$ cat src/rtl/sw_debounce.sv
// Switch input conditioner: two-flop synchroniser followed by a whole-vector debounce FSM.
// Publishes the committed vector plus a one-cycle change strobe with rise/fall masks.
module sw_debounce #(
  parameter int unsigned WIDTH           = 16,
  parameter int unsigned DEBOUNCE_CYCLES = 1000000,
  parameter int unsigned CNT_W           = 24
) (
  input  logic             clk,
  input  logic             rst,
  input  logic [WIDTH-1:0] sw_in,
  output logic [WIDTH-1:0] sw,
  output logic             changed,
  output logic [WIDTH-1:0] rise,
  output logic [WIDTH-1:0] fall
);

  localparam logic [CNT_W-1:0] CntLast = CNT_W'(DEBOUNCE_CYCLES - 1);

  typedef enum logic [1:0] {
    StIdle,
    StCount,
    StCommit
  } state_e;

  state_e           state_q, state_d;
  logic [WIDTH-1:0] sw_meta_q, sw_sync_q;
  logic [WIDTH-1:0] cand_q, cand_d;
  logic [CNT_W-1:0] cnt_q, cnt_d;
  logic [WIDTH-1:0] sw_q, sw_d;
  logic             changed_q, changed_d;
  logic [WIDTH-1:0] rise_q, rise_d;
  logic [WIDTH-1:0] fall_q, fall_d;

  always_ff @(posedge clk or posedge rst) begin
    if (rst) begin
      sw_meta_q <= '0;
      sw_sync_q <= '0;
    end else begin
      sw_meta_q <= sw_in;
      sw_sync_q <= sw_meta_q;
    end
  end

  always_comb begin
    state_d   = state_q;
    cand_d    = cand_q;
    cnt_d     = cnt_q;
    sw_d      = sw_q;
    changed_d = 1'b0;
    rise_d    = '0;
    fall_d    = '0;
    unique case (state_q)
      StIdle: begin
        if (sw_sync_q != sw_q) begin
          cand_d  = sw_sync_q;
          cnt_d   = '0;
          state_d = StCount;
        end
      end
      StCount: begin
        if (sw_sync_q == sw_q) begin
          // Input bounced back to the committed value: abandon the window.
          cnt_d   = '0;
          state_d = StIdle;
        end else if (sw_sync_q != cand_q) begin
          cand_d = sw_sync_q;
          cnt_d  = '0;
        end else if (cnt_q == CntLast) begin
          state_d = StCommit;
        end else begin
          cnt_d = cnt_q + CNT_W'(1);
        end
      end
      StCommit: begin
        sw_d      = cand_q;
        changed_d = 1'b1;
        rise_d    = cand_q & ~sw_q;
        fall_d    = ~cand_q & sw_q;
        cnt_d     = '0;
        state_d   = StIdle;
      end
      default: state_d = StIdle;
    endcase
  end

  always_ff @(posedge clk or posedge rst) begin
    if (rst) begin
      state_q   <= StIdle;
      cand_q    <= '0;
      cnt_q     <= '0;
      sw_q      <= '0;
      changed_q <= 1'b0;
      rise_q    <= '0;
      fall_q    <= '0;
    end else begin
      state_q   <= state_d;
      cand_q    <= cand_d;
      cnt_q     <= cnt_d;
      sw_q      <= sw_d;
      changed_q <= changed_d;
      rise_q    <= rise_d;
      fall_q    <= fall_d;
    end
  end

  assign sw      = sw_q;
  assign changed = changed_q;
  assign rise    = rise_q;
  assign fall    = fall_q;

endmodule

$ cat config.mk
export PLATFORM = sky130hd
export DESIGN_NAME = sw_debounce
export DESIGN_NICKNAME = d
export VERILOG_FILES = /design/src/rtl/sw_debounce.sv
export SDC_FILE = /design/constraint.sdc
export NUM_CORES = 1
export LEC_CHECK = 0
export BUFFER_PORTS_ARGS = -buffer_cell sky130_fd_sc_hd__clkbuf_2
export CELL_PAD_IN_SITES_DETAIL_PLACEMENT = 0
export CELL_PAD_IN_SITES_GLOBAL_PLACEMENT = 1
export CORE_MARGIN = 2
export CORE_UTILIZATION = 46
export DETAILED_ROUTE_END_ITERATION = 8
export GPL_TIMING_DRIVEN = 0
export PLACE_DENSITY_LB_ADDON = 0.12
export SYNTH_ARGS = -nofsm -noshare
export SYNTH_HDL_FRONTEND = slang
export SYNTH_SLANG_ARGS = --single-unit
export TNS_END_PERCENT = 5
$ cat constraint.sdc
create_clock -name clk -period 5.3 [get_ports clk]
set_input_delay 0.795 -clock clk [delete_from_list [all_inputs] [get_ports clk]]
set_output_delay 0.795 -clock clk [all_outputs]
set_load 0.02 [all_outputs]
==> run metrics <==
sw frac 19.9%; gpl congestion 0.788; Period minus WS final about 2800 ps; vias in the first global route ~3400; commonest cells after routing, fill and taps aside dfrtp_1 (123), clkbuf_2 (66), nand3_1 (33); drt initial violations about 110; Static Leakage approximately 2.8 nW; DR WL/cell about 17 µm; ranking of synthesized cells by area dfrtp_1 (62%), mux2_2 (7.2%), xnor2_1 (5.6%); Post-Synthesis Cells 410; fin area approximately 6000 µm²; Syn. warnings 0; CP Max Fanout 10; RSZ-0062 raised after global routing false; Fmax around 0.36 GHz; commonest non-fill, non-tap cell in the layout dfrtp_1; HPWL Detailed ~7000 µm; CP Class flip-flop to flip-flop; max-slew violations 0; Clock Sinks around 120; crit-path cells xnor2_1 -> nand4_1 -> or4_1 -> buf_2 -> nor3_4 -> clkbuf_1 -> o21ai_0 -> o21ai_0; Port Buffer Count 66; first-pass detailed-route iteration total 5; Int Pwr approximately 0.0017 W; chip height between 100 and 150 µm; Slew HR between 50% and 60%; maximum buffer depth of the clock tree 2; Worst setup SP type flip-flop; H-Tree Depth 4; share of cells above drive strength 1 between 20% and 30%; Overflow after GRT 0; die width 108 µm; CORE AREA between 10000 and 15000 µm²; Required @ worst endpoint roughly 5700 ps; #FFs+latches synth ~120; peak supply drop around 300 µV; antenna-violating nets left 0; EDFF count, synth 0; post-synthesis cell area approximately 5000 µm²; Tot Pwr between 0.002 and 0.0025 W; # nets final 515; CTS tree yes; first-pass GRT wire length ~18000 µm; CP max stage delay 530 ps; initial antenna violation count 0; Rows 37; PostCTS Resize Cnt 0; Tcrit/Tclk final 52.7%; final wirelength 10600 µm; Hold WS about 340 ps; PD cells 358 nW/µm²; clock power share a little over half; largest net degree at the start of global routing 63; clock root cell clkbuf_8; Avg Inst Size Synth 12.1 µm²; CTS Buf Count 17; vias per cell ~5.3; insertion delay to the later sink of the worst-skew pair ~520 ps; top-level port count 67; Least-Margin Pin Slew 716 ps; Critical-path top delay cell or4_1; outcome completed; ys flop type dfrtp_1; Starting Density between 40% and 50%; sequential cell area fraction in the yosys report roughly 62%; Clock Skews roughly 8.1 ps; clock-pin slew on the worst setup and hold paths ~60 ps; Critical Path Most Common Cell o21ai_0; postcts setup bufs 0; hold_buf cts 0; maxcap violations 0; ant diodes 0; Gate power share roughly 2.7%; Final Hold Fails 0; total track usage about a fifth; syn nets 429; P_sw 0.000435 W; die area 11700 µm²; setup TNS 0 ps; dpl cell area between 5000 and 6000 µm²; area share of the largest cell type after synthesis between 60 and 70%; fin util 58.5%; post-synth cell types 41; Hold/Removal Path Class input pin to async pin; DRC viols 0; asr flop ratio synth 100%; via count 3384; post-synth top area cell dfrtp_1; synthesis-to-finish area growth 22.4%; Reg power frac around 45%; Finish-stage setup viols 0; Crit path arrival time roughly 3200 ps; Worst Setup End Kind flip-flop
==> area by class of cell <==
cell class / instances / area, µm²
clock buffers: 20 / 435
well taps: 136 / 170
flip-flops and latches: 123 / 3080
plain buffers: 12 / 50.0
multi-input cells: 262 / 1800
repair buffers: 67 / 358
clock inverters: 9 / 148
fillers: 902 / 4320
inverters: 13 / 53.8
==> cell usage after synthesis (2+ instances only) <==
cell type / instances
nand4_1: 15
o21ai_0: 21
nor2_1: 22
dfrtp_1: 123
nor3_1: 6
xnor2_1: 32
nand2b_1: 2
buf_2: 4
inv_1: 13
mux2_2: 32
nand3b_1: 2
nor4_1: 5
nor3b_1: 32
a21oi_1: 6
nand3_1: 33
nand2_1: 27
a31oi_1: 2
clkbuf_1: 8
and3_1: 3
==> path summary, 6_finish.rpt <==
kind,startpoint,end,slack [ps],cells past startpoint
max,cand_q[6]$_DFFE_PP0P_,cnt_q[18]$_DFFE_PP0P_,2510,8
min,rst,sw_sync_q[13]$_DFF_PP0_,340,2
max reg2reg,cand_q[6]$_DFFE_PP0P_,cnt_q[18]$_DFFE_PP0P_,2510,8
min reg2reg,sw_meta_q[11]$_DFF_PP0_,sw_sync_q[11]$_DFF_PP0_,340,0
max in group asynchronous,rst,cand_q[2]$_DFFE_PP0P_,4260,3
min in group clk,sw_meta_q[11]$_DFF_PP0_,sw_sync_q[11]$_DFF_PP0_,340,0
==> critical path, delay by kind of cell (launching register included) <==
kind / cells / cell delay (ps)
AND/OR/NAND/NOR: 3 / 1120
buffers and inverters: 2 / 650
flip-flops: 1 / 420
AO/OA/AOI/OAI: 2 / 280
XOR/XNOR: 1 / 230
==> metal layers <==
layer | part of all wire [%] | GRT usage, %
met5 | 0 | 0
met4 | 1.2 | 6.68
met3 | 5.6 | 5.91
met2 | 46 | 29.7
met1 | 47 | 29.0
==> cells by family (layout without fill, tap and decap cells) <==
| kind of cell | after synthesis | count (layout) | synth area share, % |
|---|---|---|---|
| buffers and inverters | 25 | 121 | 1.99 |
| XOR/XNOR | 32 | 32 | 5.63 |
| AO/OA/AOI/OAI | 38 | 38 | 4.65 |
| adder cells (fa/ha/maj) | 1 | 1 | 0.251 |
| AND/OR/NAND/NOR | 157 | 157 | 17.9 |
| flip-flops | 123 | 123 | 61.8 |
| multiplexers | 34 | 34 | 7.74 |
==> power by group through the flow <==
stage               sequential, W  combinational [W]  clock [W]
floorplan                0.000988          0.0000395          0
global placement         0.000992          0.0000561          0
detailed placement       0.000992          0.0000598          0
CTS                      0.000976          0.0000604    0.00117
global route             0.000978          0.0000661    0.00121
finish                   0.000976          0.0000580    0.00115
==> sequential cells by signal, indices dropped and copies added, names as in the netlist <==
| name | flops |
|---|---|
| cnt_q | 24 |
| cand_q | 16 |
| fall | 16 |
| rise | 16 |
| sw | 16 |
| sw_meta_q | 16 |
| sw_sync_q | 16 |
| state_q | 2 |
| changed | 1 |
==> per-stage QoR <==
stage	worst slack [ps]	cells
after floorplan	1230	410
after global placement	-95.8	612
after detailed placement	2490	613
after CTS	2480	642
after global routing	2300	642
final	2510	642
Power figures use the tool's default switching activity.
